===== src/rtl/ifm_window_addr_gen.sv =====
// Sliding-window read-address generator for an IFM buffer: walks oy/ox/c/ky/kx and
// emits one address beat per handshake, flagging zero-pad positions outside the map.
module ifm_window_addr_gen #(
   parameter int KERNEL_SIZE = 3,
   parameter int IFM_SIZE    = 416,
   parameter int IFM_CHANNEL = 3,
   parameter int ADDR_WIDTH  = 19,
   parameter int STRIDE      = 1,
   parameter int PAD         = 1
) (
   input  logic                  clk,
   input  logic                  rst,
   input  logic                  load,
   input  logic                  addr_ready,
   output logic [ADDR_WIDTH-1:0] ifm_addr,
   output logic                  addr_valid,
   output logic                  pad_flag,
   output logic                  win_last,
   output logic                  addr_last,
   output logic                  busy,
   output logic                  done
);

   // state  | meaning
   // S_IDLE | waiting for load, no beats
   // S_RUN  | presenting beats, counters advance on handshake
   // S_DONE | one-cycle completion pulse, returns to idle
   typedef enum logic [1:0] {S_IDLE, S_RUN, S_DONE} state_t;

   localparam int OFM_SIZE = (IFM_SIZE + 2*PAD - KERNEL_SIZE) / STRIDE + 1;
   localparam int OW = $clog2(OFM_SIZE + 1);
   localparam int CW = $clog2(IFM_CHANNEL + 1);
   localparam int KW = $clog2(KERNEL_SIZE + 1);
   localparam int SW = ADDR_WIDTH + 2;

   localparam logic [OW-1:0] O_LAST = OW'(OFM_SIZE - 1);
   localparam logic [CW-1:0] C_LAST = CW'(IFM_CHANNEL - 1);
   localparam logic [KW-1:0] K_LAST = KW'(KERNEL_SIZE - 1);

   localparam logic signed [SW-1:0] S_PAD     = SW'(PAD);
   localparam logic signed [SW-1:0] S_KM1     = SW'(KERNEL_SIZE - 1);
   localparam logic signed [SW-1:0] S_STR     = SW'(STRIDE);
   localparam logic signed [SW-1:0] S_IFM     = SW'(IFM_SIZE);
   localparam logic signed [SW-1:0] S_KM1_ROW = SW'((KERNEL_SIZE - 1) * IFM_SIZE);
   localparam logic signed [SW-1:0] S_STR_ROW = SW'(STRIDE * IFM_SIZE);
   localparam logic signed [SW-1:0] S_PAD_ROW = SW'(PAD * IFM_SIZE);
   localparam logic [ADDR_WIDTH-1:0] PLANE    = ADDR_WIDTH'(IFM_SIZE * IFM_SIZE);

   state_t state_q, state_d;

   logic [OW-1:0] oy_q, oy_d, ox_q, ox_d, n_oy, n_ox, b_oy, b_ox;
   logic [CW-1:0] c_q, c_d, n_c, b_c;
   logic [KW-1:0] ky_q, ky_d, kx_q, kx_d, n_ky, n_kx, b_ky, b_kx;
   // row/col are the signed map coordinates of the current tap; roff tracks row*IFM_SIZE
   logic signed [SW-1:0] row_q, row_d, col_q, col_d, roff_q, roff_d;
   logic signed [SW-1:0] n_row, n_col, n_roff, b_row, b_col, b_roff;
   logic [ADDR_WIDTH-1:0] coff_q, coff_d, n_coff, b_coff;

   logic [ADDR_WIDTH-1:0] ifm_addr_q, ifm_addr_d;
   logic addr_valid_q, addr_valid_d, pad_flag_q, pad_flag_d;
   logic win_last_q, win_last_d, addr_last_q, addr_last_d;
   logic busy_q, busy_d, done_q, done_d;

   logic                  b_in_map, b_win_last, b_addr_last;
   logic signed [SW-1:0]  b_addr_s;

   always_comb begin
      n_oy = oy_q; n_ox = ox_q; n_c = c_q; n_ky = ky_q; n_kx = kx_q;
      n_row = row_q; n_col = col_q; n_roff = roff_q; n_coff = coff_q;
      if (kx_q != K_LAST) begin
         n_kx  = kx_q + KW'(1);
         n_col = col_q + SW'(1);
      end else begin
         n_kx  = '0;
         n_col = col_q - S_KM1;
         if (ky_q != K_LAST) begin
            n_ky   = ky_q + KW'(1);
            n_row  = row_q + SW'(1);
            n_roff = roff_q + S_IFM;
         end else begin
            n_ky   = '0;
            n_row  = row_q - S_KM1;
            n_roff = roff_q - S_KM1_ROW;
            if (c_q != C_LAST) begin
               n_c    = c_q + CW'(1);
               n_coff = coff_q + PLANE;
            end else begin
               n_c    = '0;
               n_coff = '0;
               if (ox_q != O_LAST) begin
                  n_ox  = ox_q + OW'(1);
                  n_col = col_q - S_KM1 + S_STR;
               end else begin
                  n_ox  = '0;
                  n_col = -S_PAD;
                  if (oy_q != O_LAST) begin
                     n_oy   = oy_q + OW'(1);
                     n_row  = row_q - S_KM1 + S_STR;
                     n_roff = roff_q - S_KM1_ROW + S_STR_ROW;
                  end else begin
                     n_oy   = '0;
                     n_row  = -S_PAD;
                     n_roff = -S_PAD_ROW;
                  end
               end
            end
         end
      end
   end

   // beat source: origin of the map when starting, otherwise the advanced counters
   always_comb begin
      b_oy = n_oy; b_ox = n_ox; b_c = n_c; b_ky = n_ky; b_kx = n_kx;
      b_row = n_row; b_col = n_col; b_roff = n_roff; b_coff = n_coff;
      if (state_q == S_IDLE) begin
         b_oy = '0; b_ox = '0; b_c = '0; b_ky = '0; b_kx = '0;
         b_row = -S_PAD; b_col = -S_PAD; b_roff = -S_PAD_ROW; b_coff = '0;
      end
   end

   always_comb begin
      b_in_map    = (b_row >= 0) && (b_row < S_IFM) && (b_col >= 0) && (b_col < S_IFM);
      b_addr_s    = $signed({2'b00, b_coff}) + b_roff + b_col;
      b_win_last  = (b_c == C_LAST) && (b_ky == K_LAST) && (b_kx == K_LAST);
      b_addr_last = b_win_last && (b_oy == O_LAST) && (b_ox == O_LAST);
   end

   always_comb begin
      state_d      = state_q;
      oy_d = oy_q; ox_d = ox_q; c_d = c_q; ky_d = ky_q; kx_d = kx_q;
      row_d = row_q; col_d = col_q; roff_d = roff_q; coff_d = coff_q;
      ifm_addr_d   = ifm_addr_q;
      addr_valid_d = addr_valid_q;
      pad_flag_d   = pad_flag_q;
      win_last_d   = win_last_q;
      addr_last_d  = addr_last_q;
      case (state_q)
         S_IDLE: if (load) state_d = S_RUN;
         S_RUN:  if (addr_valid_q && addr_ready && addr_last_q) state_d = S_DONE;
         default: state_d = S_IDLE;
      endcase

      if ((state_q == S_IDLE && load) ||
          (state_q == S_RUN && addr_valid_q && addr_ready && !addr_last_q)) begin
         oy_d = b_oy; ox_d = b_ox; c_d = b_c; ky_d = b_ky; kx_d = b_kx;
         row_d = b_row; col_d = b_col; roff_d = b_roff; coff_d = b_coff;
         ifm_addr_d   = b_in_map ? b_addr_s[ADDR_WIDTH-1:0] : '0;
         addr_valid_d = 1'b1;
         pad_flag_d   = !b_in_map;
         win_last_d   = b_win_last;
         addr_last_d  = b_addr_last;
      end else if (state_d != S_RUN) begin
         ifm_addr_d   = '0;
         addr_valid_d = 1'b0;
         pad_flag_d   = 1'b0;
         win_last_d   = 1'b0;
         addr_last_d  = 1'b0;
      end
      busy_d = (state_d == S_RUN);
      done_d = (state_d == S_DONE);
   end

   always_ff @(posedge clk) begin
      if (rst) begin
         state_q      <= S_IDLE;
         oy_q <= '0; ox_q <= '0; c_q <= '0; ky_q <= '0; kx_q <= '0;
         row_q <= '0; col_q <= '0; roff_q <= '0; coff_q <= '0;
         ifm_addr_q   <= '0;
         addr_valid_q <= 1'b0;
         pad_flag_q   <= 1'b0;
         win_last_q   <= 1'b0;
         addr_last_q  <= 1'b0;
         busy_q       <= 1'b0;
         done_q       <= 1'b0;
      end else begin
         state_q      <= state_d;
         oy_q <= oy_d; ox_q <= ox_d; c_q <= c_d; ky_q <= ky_d; kx_q <= kx_d;
         row_q <= row_d; col_q <= col_d; roff_q <= roff_d; coff_q <= coff_d;
         ifm_addr_q   <= ifm_addr_d;
         addr_valid_q <= addr_valid_d;
         pad_flag_q   <= pad_flag_d;
         win_last_q   <= win_last_d;
         addr_last_q  <= addr_last_d;
         busy_q       <= busy_d;
         done_q       <= done_d;
      end
   end

   assign ifm_addr   = ifm_addr_q;
   assign addr_valid = addr_valid_q;
   assign pad_flag   = pad_flag_q;
   assign win_last   = win_last_q;
   assign addr_last  = addr_last_q;
   assign busy       = busy_q;
   assign done       = done_q;

endmodule


===== config.mk =====
export PLATFORM = sky130hd
export DESIGN_NAME = ifm_window_addr_gen
export DESIGN_NICKNAME = d
export VERILOG_FILES = /design/src/rtl/ifm_window_addr_gen.sv
export SDC_FILE = /design/constraint.sdc
export NUM_CORES = 1
export LEC_CHECK = 0
export BUFFER_PORTS_ARGS = -buffer_cell sky130_fd_sc_hd__buf_2
export CORE_MARGIN = 5
export CORE_UTILIZATION = 55
export CTS_BUF_LIST = sky130_fd_sc_hd__clkbuf_16
export DETAILED_ROUTE_END_ITERATION = 7
export PLACE_DENSITY_LB_ADDON = 0.2
export SLEW_MARGIN = 20
export SYNTH_ARGS = -nofsm -noshare
export SYNTH_HDL_FRONTEND = slang
export SYNTH_SLANG_ARGS = --single-unit

===== constraint.sdc =====
create_clock -name clk -period 7.4 [get_ports clk]
set_input_delay 0.37 -clock clk [delete_from_list [all_inputs] [get_ports clk]]
set_output_delay 0.37 -clock clk [all_outputs]
set_load 0.1 [all_outputs]

# [Yosys cells after proc, flatten, opt, wreduce, memory -nomap -nowiden]
# Cells that the tools add are included.
# Widths: inputs -> output; s select.
[totals] out_inout_bits=25 ff_bits=133 in_bits=4
[classes] order_cmp=4 muxes=52 n_reduce_logical=18 add_sub_neg=17 n_eq_ne=14
[op_table] cell="$mux 21" count=17
[op_table] cell="$mux 19" count=7
[op_table] cell="$mux 9" count=11
[op_table] cell="$add 21x2->21 const B" count=4
[op_table] cell="$add 21x10->21 const B" count=2
[op_table] cell="$ge 21x1->1 const B" count=2
[op_table] cell="$lt 21x10->1 const B" count=2
[op_table] cell="$sub 21x3->21 const B" count=2
[op_table] cell="$add 19x19->19" count=2
[op_table] cell="$mux 2" count=11
[op_table] cell="$sub 21x11->21 const B" count=1
[op_table] cell="$add 19x18->19 const B" count=1
[op_table] cell="$add 9x1->9 const B" count=2
[op_table] cell="$eq 9x9->1 const B" count=2
[op_table] cell="$ne 9x9->1 const B" count=2
[op_table] cell="$logic_and 1x1->1" count=13
[op_table] cell="$eq 2x2->1 const B" count=4
[op_table] cell="$add 2x1->2 const B" count=3
[op_table] cell="$ne 2x2->1 const B" count=3
[op_table] cell="$mux 1" count=5
[op_table] cell="$eq 2x1->1 const B" count=2
[op_table] cell="$pmux 2 s2" count=1
[op_table] cell="$logic_not 1->1" count=2
[op_table] cell="$logic_not 2->1" count=1
[op_table] cell="other kinds (3)" count=3

# [Logic depth before layout (Yosys ltp)]
# Gate-level depths: netlist (run 1).
[logic_depth] word_depth=14 mapped_depth=24 ltp_nobuf=23

# [Worst setup path after synthesis (run 1)]
# No wires, ideal clock.
[synth_path] kind="register -> register" start="register col_q[1]" end="register ifm_addr_q[18], in the netlist ifm_addr[18]" period_less_slack_ns=5.219 stages_incl_launch_ff=22 slack_ns=2.181 t_arrival_ns=5.102 path_cell_list="dfxtp_1 -> clkbuf_1 -> inv_1 -> ha_1 -> or4b_4 -> or3_4 -> a221oi_2 -> o21ai_0 -> a211o_1 -> and2_1 -> fa_1 -> inv_1 -> ha_1 -> a21o_1 -> a21oi_1 -> nor2_1 -> a31oi_1 -> o31a_1 -> a31oi_1 -> a31oi_1 -> xnor3_1 -> a22o_1"
[synth_between] elab_chain_cells=12 elab_cells_between_ends=15 cone_classes="4 x add/sub; 2 x order compare; 7 x mux; 2 x reduce/logical"
[synth_rtl] element="start, declared" line="55" rtl="logic signed [SW-1:0] row_q, row_d, col_q, col_d, roff_q, roff_d;"
[synth_rtl] element="start signal, assigned" line="178" rtl="row_q <= row_d; col_q <= col_d; roff_q <= roff_d; coff_q <= coff_d;"
[synth_rtl] element="$sub 21x3->21" line="75, 92"
[synth_rtl] element="$add 21x2->21" line="92" rtl="n_col = col_q - S_KM1 + S_STR;"
[synth_rtl] element="$mux 21" line="90" rtl="if (ox_q != O_LAST) begin"
[synth_rtl] element="$mux 21" line="84" rtl="if (c_q != C_LAST) begin"
[synth_rtl] element="$mux 21" line="76" rtl="if (ky_q != K_LAST) begin"
[synth_rtl] element="$mux 21 (*)" line="70" rtl="if (kx_q != K_LAST) begin"
[synth_rtl] element="$mux 21 (*)" line="115" rtl="if (state_q == S_IDLE) begin"
[synth_rtl] element="$ge 21x1->1" line="122" rtl="b_in_map = (b_row >= 0) && (b_row < S_IFM) && (b_col >= 0) && (b_col < S_IFM);"
[synth_rtl] element="$logic_and 1x1->1 (2 in a row)" line="122"
[synth_rtl] element="$mux 19 (*)" line="147" rtl="ifm_addr_d = b_in_map ? b_addr_s[ADDR_WIDTH-1:0] : '0;"
[synth_rtl] element="$mux 19 (*)" line="143" rtl="if ((state_q == S_IDLE && load) ||"
[synth_rtl] element="end signal, assigned" line="179" rtl="ifm_addr_q <= ifm_addr_d;"
[synth_rtl] element="end, declared" line="59" rtl="logic [ADDR_WIDTH-1:0] ifm_addr_q, ifm_addr_d;"
# Every way passes the cells marked *; elsewhere a longest branch is shown, timed or not.
# A chain may end at the register's enable or synchronous reset.

# [Worst setup path in the final report (run 1)]
[layout_path] start="register row_q[1]" end="register ifm_addr_q[0], in the netlist ifm_addr[0]"
[layout_between] elab_chain_cells=14 elab_cells_between_ends=16 cone_classes="3 x add/sub; 2 x order compare; 8 x mux; 3 x reduce/logical"
[layout_rtl] element="start, declared" line="55"
[layout_rtl] element="start signal, assigned" line="178"
[layout_rtl] element="$sub 21x3->21" line="82, 98"
[layout_rtl] element="$add 21x2->21" line="98" rtl="n_row = row_q - S_KM1 + S_STR;"
[layout_rtl] element="$mux 21" line="96" rtl="if (oy_q != O_LAST) begin"
[layout_rtl] element="$mux 21" line="90"
[layout_rtl] element="$mux 21" line="84"
[layout_rtl] element="$mux 21" line="76"
[layout_rtl] element="$mux 21 (*)" line="70"
[layout_rtl] element="$mux 21 (*)" line="115"
[layout_rtl] element="$ge 21x1->1 or $lt 21x10->1 (tied branches)" line="122"
[layout_rtl] element="$logic_and 1x1->1 (*) (3 in a row)" line="122"
[layout_rtl] element="$mux 19 (*)" line="147"
[layout_rtl] element="$mux 19 (*)" line="143"
# Marked as above.

==> results of run 1 <==
-- through the flow --
step	instance area, um^2	power [mW]	instances	utilization, %
floorplan	11600	1.27	1598	-
global placement	11800	1.39	1801	56.5
detailed placement	11800	1.39	1801	56.5
CTS	12400	2.22	1833	59.2
global route	12400	2.34	1833	59.2
finish	12400	2.23	1833	59.2
-- cell type report --
cell class / instances / area (um^2)
fill: 1960 / 8530
multi-input combinational: 1293 / 8330
sequential: 131 / 2620
clock buffer: 17 / 425
tap: 275 / 344
timing repair buffer: 49 / 300
inverter: 53 / 199
clock inverter: 15 / 136
-- routing by layer --
layer  GRT usage, %  share of wire [%]
met4           10.4                3.1
met5              0                  0
met1           43.6                 43
met3           6.54                 10
met2           46.7                 44
-- sequential cells by signal, summed over array words and instances, names as in the netlist, 2 cells and up --
name / flops
state_q: 2
row_q: 21
c_q: 2
ifm_addr: 19
kx_q: 2
ox_q: 9
roff_q: 19
ky_q: 2
col_q: 21
oy_q: 9
coff_q: 19
-- worst paths after layout --
| path | startpoint | end | slack (ns) | cells after the start |
|---|---|---|---|---|
| setup / recovery | row_q[1] | ifm_addr[0] | 1.23 | 18 |
| hold / removal | addr_ready | state_q[1] | 0.30 | 3 |
| setup reg to reg | row_q[1] | ifm_addr[0] | 1.23 | 18 |
| hold reg to reg | coff_q[9] | coff_q[9] | 0.46 | 1 |
-- power groups by stage --
stage          sequential (mW)  clock [mW]  combinational [mW]
2_1_floorplan            0.783           0               0.484
3_3_place_gp             0.833           0               0.554
3_5_place_dp             0.834           0               0.559
4_1_cts                  0.818       0.838               0.564
5_1_grt                  0.831       0.874               0.634
6_report                 0.823       0.833               0.573
-- logic make-up after synthesis --
| logic type | Yosys count |
|---|---|
| multiplexers | 17 |
| AO/OA/AOI/OAI | 444 |
| buffers and inverters | 174 |
| flip-flops | 131 |
| AND/OR/NAND/NOR | 678 |
| adder cells (fa/ha/maj) | 53 |
| XOR/XNOR | 101 |
-- worst max-delay path: stages, from the launching register on --
cell       delay (ns)
dfxtp_1          0.42
inv_1            0.17
ha_1             0.28
nor3b_1          0.62
nand3_1          0.57
a2111oi_0        0.57
o22ai_1          0.25
nor4_1           0.37
xor2_1           0.18
a31oi_1          0.11
a2111oi_0        0.40
nand4_1          0.14
nor4_1           0.20
ha_1             0.25
nand3_1          0.08
nor3_1           0.16
nand4_1          0.20
nor4b_4          0.88
a22o_1           0.24
-- placed cells by master, fill, tap and decap left out, types with 19 or more instances in the layout --
master	n
nor2_1	195
nand2_1	155
dfxtp_1	131
a21oi_1	110
o21ai_0	75
xnor2_1	60
inv_1	53
nor3_1	53
nand3_1	51
a211oi_1	49
xor2_1	40
ha_1	34
nor4_1	30
and2_1	29
buf_2	27
a31oi_1	26
nand4_1	25
or3_1	24
a22o_1	23
buf_4	22
fa_1	19
==> flow_metrics.tcl, run 1 <==
set metrics [dict create \
    status "complete, no violations" \
    ys_top_cells_by_count "nor2_1 (196), nand2_1 (156), dfxtp_1 (131)" \
    drv_cap 0 \
    slew_headroom_pct 18.3 \
    fp.dieW_um 155 \
    synth_fa_ha_area_share_pct 6.96 \
    postCtsSetupRepairBufs 0 \
    grt_max_degree 77 \
    synthMostInstantiatedCell "nor2_1" \
    dp_slack_ns 1.42 \
    async_flop_share_pct 0 \
    root_buffer "clkbuf_16" \
    place.gp.congestion 0.977 \
    critPathRequiredTime_ns 7.77 \
    yosysSeqAreaShare_pct 22.7 \
    synth_warnings 0 \
    fin_worst_skew_ns 0.0155 \
    die_h_um 155 \
    yosys.area.top_type "dfxtp_1" \
    clk_latency_ns 0.44 \
    drt_iter0_drc 1486 \
    holdWs_ns 0.298 \
    min_period_ns 6.17 \
    via_per_inst 6.65 \
    cts.path.max_buffers 2 \
    grt_pass1_wl_um 59900 \
    p_switching_mw 0.826 \
    crit_path_start_kind "flip-flop" \
    grt-ovfl-total 0 \
    coreArea_um2 20900 \
    dr.pass1.iters 6 \
    worst_pin_slew_ns 1.22 \
    clk_pin_slew_worst_paths_ns 0.07 \
    pin_count 29 \
    fin_ws_ns 1.23 \
    fin_nets 1602 \
    dp_hpwl_um 26400 \
    dieArea_um2 24000 \
    post-route-period-util_pct 83.3 \
    first_global_vias 10900 \
    area_delta_synth_final_pct 6.80 \
    setup.worst_path.end_class "flip-flop" \
    finalHoldViolations 0 \
    max_clock_freq_ghz 0.162 \
    finalSetupViolations 0 \
    hold_buffers 0 \
    rsz0062_at_grt "no" \
    n_antenna_cell 0 \
    synthFlopType "dfxtp_1" \
    synthXorXnorAreaFrac_pct 7.76 \
    synth_top_family_by_area "simple AND/OR/NAND/NOR gates" \
    path_class "reg -> reg" \
    synth-simple-area-share_pct 29.4 \
    pwr-share-comb_pct 25.7 \
    p_leak_nw 4.45 \
    syn_area_um2 11600 \
    synth_edf_count 0 \
    yosys.cell_types.count 85 \
    synth_area_leaders "dfxtp_1 (23%), nor2_1 (6.4%), nand2_1 (5.1%), a21oi_1 (4.8%), xnor2_1 (4.5%)" \
    synth_top_area_share_pct 22.7 \
    arrival_ns 6.54 \
    switching_share_pct 37.1 \
    cts_tree "yes" \
    pwr-share-clk_pct 37.4 \
    htree_levels 4 \
    seqPwrFrac_pct 36.9 \
    drv_slew 0 \
    routedWlPerCell_um 20.5 \
    antenna_left 0 \
    cts_resized 0 \
    powerDensity_nw_per_um2 180 \
    layout-drive-gt1-share_pct 8.15 \
    hold_class "in -> reg" \
    routed_wl_um 37500 \
    final.setup.tns_ns 0 \
    route.detailed.drc 0 \
    synth_cells 1598 \
    synth_compound_area_share_pct 26.0 \
    p_int_mw 1.40 \
    cts_sinks 131 \
    via_count 12200 \
    ir_drop_v 0.000155 \
    syn-num-nets 1655 \
    syn_avg_cell_area_um2 7.24 \
    initial_core_util_pct 55.4 \
    synth_mux_area_share_pct 1.52 \
    synth-seq-cells 131 \
    cts-buffers-inserted 17 \
    antenna_found_initial 0 \
    grt_usage_pct 30.8 \
    cp_max_fo 19 \
    io_buffers 28 \
    rows 53 \
]
Power figures use the tool's default switching activity.
==> run 2: changes to the inputs <==
==> constraint.sdc (replaced) <==
create_clock -name clk -period 5.3 [get_ports clk]
set_input_delay 0.265 -clock clk [delete_from_list [all_inputs] [get_ports clk]]
set_output_delay 0.265 -clock clk [all_outputs]
set_load 0.1 [all_outputs]
==> run 2 against run 1 <==
Core utilization rose by 3.7 points. Worst setup slack got worse by 0.96 ns. Global-route usage rose by 1.5 points. Sequential share of layout area fell by 1.2 points. First-iteration DRC count rose by 6.4%. Wire length rose by 3.9%. Clock skew fell by 0.0047 ns. Register-to-register slack got worse by 0.96 ns. Critical endpoint is now ifm_addr[18]. Largest power group unchanged.
==> flow_metrics.tcl, run 2 (synthesized netlist as in run 1, its figures left out) <==
set metrics [dict create \
    final_cell_mix "nor2_1 (193), nand2_1 (154), dfxtp_1 (131), a21oi_1 (108), buf_4 (97)" \
    critPathMaxStageDelay_ns 0.56 \
    ir_drop_v 0.000231 \
    first_global_vias 11600 \
    max_clock_freq_ghz 0.199 \
    final.setup.tns_ns 0 \
    fp.dieW_um 155 \
    drt_iter0_drc 1581 \
    fin_util_pct 62.8 \
    area_delta_synth_final_pct 13.4 \
    grt-ovfl-total 0 \
    path_class "reg -> reg" \
    setup.worst_path.end_class "flip-flop" \
    cts.path.max_buffers 2 \
    place.gp.congestion 0.971 \
    cts_tree "yes" \
    worst_pin_slew_ns 0.963 \
    io_buffers 28 \
    powerDensity_nw_per_um2 249 \
    fin_worst_skew_ns 0.0108 \
    dp_cells 1876 \
    via_per_inst 6.61 \
    fill_cells 1920 \
    finalSetupViolations 0 \
    cts-buffers-inserted 17 \
    antenna_left 0 \
    post-route-period-util_pct 94.9 \
    drv_slew 0 \
    dp_hpwl_um 28100 \
    critPathRequiredTime_ns 5.61 \
    grt_usage_pct 32.3 \
    htree_levels 4 \
    largest_registers "col_q (21), row_q (21)" \
    arrival_ns 5.34 \
    drv_cap 0 \
    layout-drive-gt1-share_pct 13.5 \
    route.detailed.drc 0 \
    setup.worst_path.start "col_q[1]" \
    clk_latency_ns 0.42 \
    antenna_found_initial 0 \
    via_count 12600 \
    placed_cell_area_um2 12400 \
    cp_max_fo 5 \
    p_leak_nw 4.86 \
    crit_path_start_kind "flip-flop" \
    grt_use_met2_pct 49.3 \
    design_area_um2 13100 \
    rsz0062_at_grt "no" \
    fin_cells 1908 \
    coreArea_um2 20900 \
    top_usage_layer "met2" \
    finalHoldViolations 0 \
    crit_top_cell "buf_4" \
    status "complete, no violations" \
    rows 53 \
    n_antenna_cell 0 \
    final_common_cell "nor2_1" \
    pin_count 29 \
    routed_wl_um 39000 \
    grt_pass1_wl_um 63200 \
    routedWlPerCell_um 20.4 \
    grt_max_degree 62 \
    dieArea_um2 24000 \
    cts_sinks 131 \
    die_h_um 155 \
    path_delay_family "simple AND/OR/NAND/NOR gates" \
    fin_nets 1678 \
    crit_slowest_cell "or4b_1" \
    r2r-start "col_q[1]" \
    hold_buffers 0 \
    min_period_ns 5.03 \
    use_met1_pct 45.9 \
    cp_num_buf_inv 3 \
    root_buffer "clkbuf_16" \
    initial_core_util_pct 55.4 \
    slew_headroom_pct 35.8 \
    grt_use_met3_pct 6.20 \
    hold_class "in -> reg" \
    clk_pin_slew_worst_paths_ns 0.06 \
    hp-start "load" \
    dr.pass1.iters 6 \
    cp_cell_sequence "inv_2 > ha_4 > or4b_4 > or3_4 > buf_4 > a211oi_4 > buf_4 > nand3_2 > or4b_1 > xor2_1 > o22ai_2 > nand2_2 > fa_1 > ha_1 > a21o_1 > a31oi_1 > xnor3_1 > a22o_1" \
]
run 2: cell types whose count changed in the layout (fill, tap and decap cells not counted), sizes merged:
| cell | previous run | this run |
|---|---|---|
| bufinv | 0 | 3 |
| inv | 63 | 56 |
| clkinv | 3 | 5 |
| clkinvlp | 2 | 3 |
| buf | 49 | 125 |
run 2: what timing repair did:
item | in CTS | in global routing
resized for setup | 4 | 26
setup endpoints to repair | 1 | 20
pin swaps | 2 | 10
setup buffers | 0 | 1
run 2: where the power goes:
| group | switching, mW | internal (mW) |
|---|---|---|
| logic | 0.557 | 0.372 |
| registers | 0.0908 | 1.03 |
| clock network | 0.479 | 0.735 |
run 2: final timing paths:
| check | end | slack, ns | cells past startpoint |
|---|---|---|---|
| worst max-delay path | ifm_addr[18] | 0.27 | 18 |
| worst min-delay path | state_q[0] | 0.18 | 3 |
| worst max register to register | ifm_addr[18] | 0.27 | 18 |
| worst min register to register | coff_q[1] | 0.45 | 1 |
run 2: through the flow:
stage / total power [mW] / hold WS, ns / setup WS [ns]
4_1_cts: 3.23 / 0.177 / 0.00560
2_1_floorplan: 1.77 / 0.421 / 0.0809
3_5_place_dp: 2.02 / 0.439 / -0.0760
5_1_grt: 3.41 / 0.210 / 0.00738
3_3_place_gp: 2.01 / 0.433 / 0.0567
6_report: 3.26 / 0.180 / 0.270
run 2: tightest hold or removal path, cell delays in order:
cell and delay [ns]:
buf_2 0.14, a21oi_1 0.09, nor2_1 0.08
run 2: layer usage:
metal | vias up | part of all wire (%)
met1 | 5913 | 42
met2 | 719 | 44
met5 | - | 0
li1 | 5885 | -
met3 | 99 | 11
met4 | 0 | 3.2
run 2: area by class of cell:
class	instances	area, um^2	share of cell area, %
multi-input combinational	1293	8490	64.7
sequential	131	2620	20.0
timing repair buffer	125	883	6.73
clock buffer	17	425	3.24
tap	275	344	2.62
inverter	53	199	1.52
clock inverter	14	164	1.25
==> run 3: changes to the inputs <==
--- a/config.mk
+++ b/config.mk
@@ -11,6 +11,7 @@
 export CTS_BUF_LIST = sky130_fd_sc_hd__clkbuf_16
 export DETAILED_ROUTE_END_ITERATION = 7
 export PLACE_DENSITY_LB_ADDON = 0.2
+export RECOVER_POWER = 25
 export SLEW_MARGIN = 20
 export SYNTH_ARGS = -nofsm -noshare
 export SYNTH_HDL_FRONTEND = slang
==> run 3 against run 2 <==
Wire length rose by 0.24%. Cell count rose by 0.10%. Non-clock buffer count did not move. Via count fell by 0.39%. Critical path depth rose by 4. Sequential share of layout area rose by 0.075 points. Clock power barely moved. Die area did not move. Combinational power barely moved. Clock skew rose by 0.0028 ns. Register-to-register slack barely moved. Critical path type unchanged. Largest cell class unchanged.
==> flow_metrics.tcl, run 3 (synthesized netlist as in run 1, its figures left out) <==
set metrics [dict create \
    root_buffer "clkbuf_16" \
    final_common_cell "nor2_1" \
    drv_slew 0 \
    dp_hpwl_um 28100 \
    die_h_um 155 \
    antenna_found_initial 0 \
    hp-start "load" \
    setup.worst_path.end_class "flip-flop" \
    largest_registers "col_q (21), row_q (21)" \
    via_per_inst 6.58 \
    whs_path_depth 3 \
    cts_tree "yes" \
    fin_cells 1910 \
    via_count 12600 \
    fin_nets 1678 \
    p_leak_nw 4.74 \
    cts.path.max_buffers 2 \
    htree_levels 4 \
    first_global_vias 11600 \
    finalHoldViolations 0 \
    crit_path_start_kind "flip-flop" \
    route.detailed.drc 0 \
    post-route-period-util_pct 94.9 \
    finalSetupViolations 0 \
    dp_cells 1876 \
    rows 53 \
    fill_cells 1927 \
    drt_iter0_drc 1532 \
    ir_drop_v 0.000231 \
    r2r_slack_ns 0.27 \
    fin_worst_skew_ns 0.0136 \
    io_buffers 28 \
    grt-ovfl-total 0 \
    layout-drive-gt1-share_pct 11.8 \
    max_clock_freq_ghz 0.199 \
    routedWlPerCell_um 20.4 \
    cts_sinks 131 \
    cts-buffers-inserted 17 \
    routed_wl_um 39100 \
    antenna_left 0 \
    dr.pass1.iters 5 \
    power_mw 3.26 \
    worst_pin_slew_ns 1.34 \
    arrival_ns 5.34 \
    clk_latency_ns 0.43 \
    min_period_ns 5.03 \
    grt_pass1_wl_um 63200 \
    drv_cap 0 \
    slew_headroom_pct 10.4 \
    status "complete, no violations" \
    final.setup.tns_ns 0 \
    r2r_end "ifm_addr[18]" \
    r2r-start "col_q[1]" \
    hold_class "in -> reg" \
    cp_max_fo 5 \
    fin_util_pct 62.6 \
    fp.dieW_um 155 \
    clk_pin_slew_worst_paths_ns 0.06 \
    critPathRequiredTime_ns 5.62 \
    rsz0062_at_grt "no" \
    path_class "reg -> reg" \
    initial_core_util_pct 55.4 \
    dieArea_um2 24000 \
    reg2reg_depth 22 \
    grt_max_degree 62 \
    hold_buffers 0 \
    design_area_um2 13100 \
    place.gp.congestion 0.971 \
    grt_usage_pct 32.3 \
    pin_count 29 \
    area_delta_synth_final_pct 13.0 \
    placed_cell_area_um2 12400 \
    coreArea_um2 20900 \
    powerDensity_nw_per_um2 249 \
    min_to "state_q[0]" \
    final_cell_mix "nor2_1 (194), nand2_1 (154), dfxtp_1 (131), a21oi_1 (109), buf_4 (96)" \
]
-- run 3: critical path, stage by stage (launching register included) --
cell and delay (ns):
dfxtp_1 0.32, inv_2 0.09, ha_4 0.16, or4b_4 0.50
or3_4 0.37, buf_4 0.17, a211oi_4 0.32, buf_4 0.18
nand3_2 0.15, nand2b_1 0.23, a31oi_1 0.18, a31oi_1 0.11
buf_4 0.20, fa_1 0.53, inv_1 0.04, ha_1 0.31
nor2_1 0.13, inv_1 0.05, a21oi_1 0.14, a31oi_1 0.09
a31oi_1 0.20, xnor3_1 0.24, a22o_1 0.20
-- run 3: layout make-up --
class                   count  area (um^2)  area share [%]
diodes                      2         5.00          0.0383
flip-flops and latches    131         2620            20.1
inverters                  53          199            1.52
repair buffers            125          848            6.49
clock buffers              17          425            3.25
clock inverters            14          164            1.25
multi-input cells        1293         8470            64.8
well taps                 275          344            2.63
-- run 3: metal layers --
layer / share of wire, % / wire length (um) / global-route usage (%)
met5: 0 / 0 / 0
met4: 3.1 / 1210 / 10.9
met3: 10 / 3900 / 6.20
met2: 44 / 17100 / 49.3
met1: 43 / 16900 / 45.9
-- run 3: where the power goes --
| part | switching (mW) | total, mW | internal (mW) |
|---|---|---|---|
| registers | 0.0901 | 1.12 | 1.03 |
| clock network | 0.482 | 1.22 | 0.735 |
| logic | 0.556 | 0.927 | 0.371 |
| total | 1.13 | 3.26 | 2.14 |
-- run 3: repair_timing --
item	4_1_cts	5_1_grt
setup endpoints to repair	1	20
gates resized for setup	4	26
pin swaps	2	10
buffers inserted	0	1
-- run 3: how the worst max path moves through the flow --
| stage | to | startpoint | slack (ns) | depth (start not counted) |
|---|---|---|---|---|
| 2_1_floorplan | ifm_addr[18] | col_q[1] | 0.08 | 21 |
| 3_3_place_gp | ifm_addr[18] | col_q[1] | 0.06 | 21 |
| 3_5_place_dp | ifm_addr[18] | col_q[1] | -0.08 | 21 |
| 4_1_cts | ifm_addr[18] | col_q[1] | 0.006 | 21 |
| 5_1_grt | ifm_addr[4] | ox_q[0] | 0.007 | 22 |
| 6_report | ifm_addr[18] | col_q[1] | 0.27 | 22 |
-- run 3: per-stage QoR --
| stage | hold WS (ns) | setup slack (ns) |
|---|---|---|
| finish | 0.147 | 0.272 |
| global route | 0.175 | 0.00739 |
| CTS | 0.177 | 0.00560 |
| detailed placement | 0.439 | -0.0760 |
| global placement | 0.433 | 0.0567 |
| floorplan | 0.421 | 0.0809 |
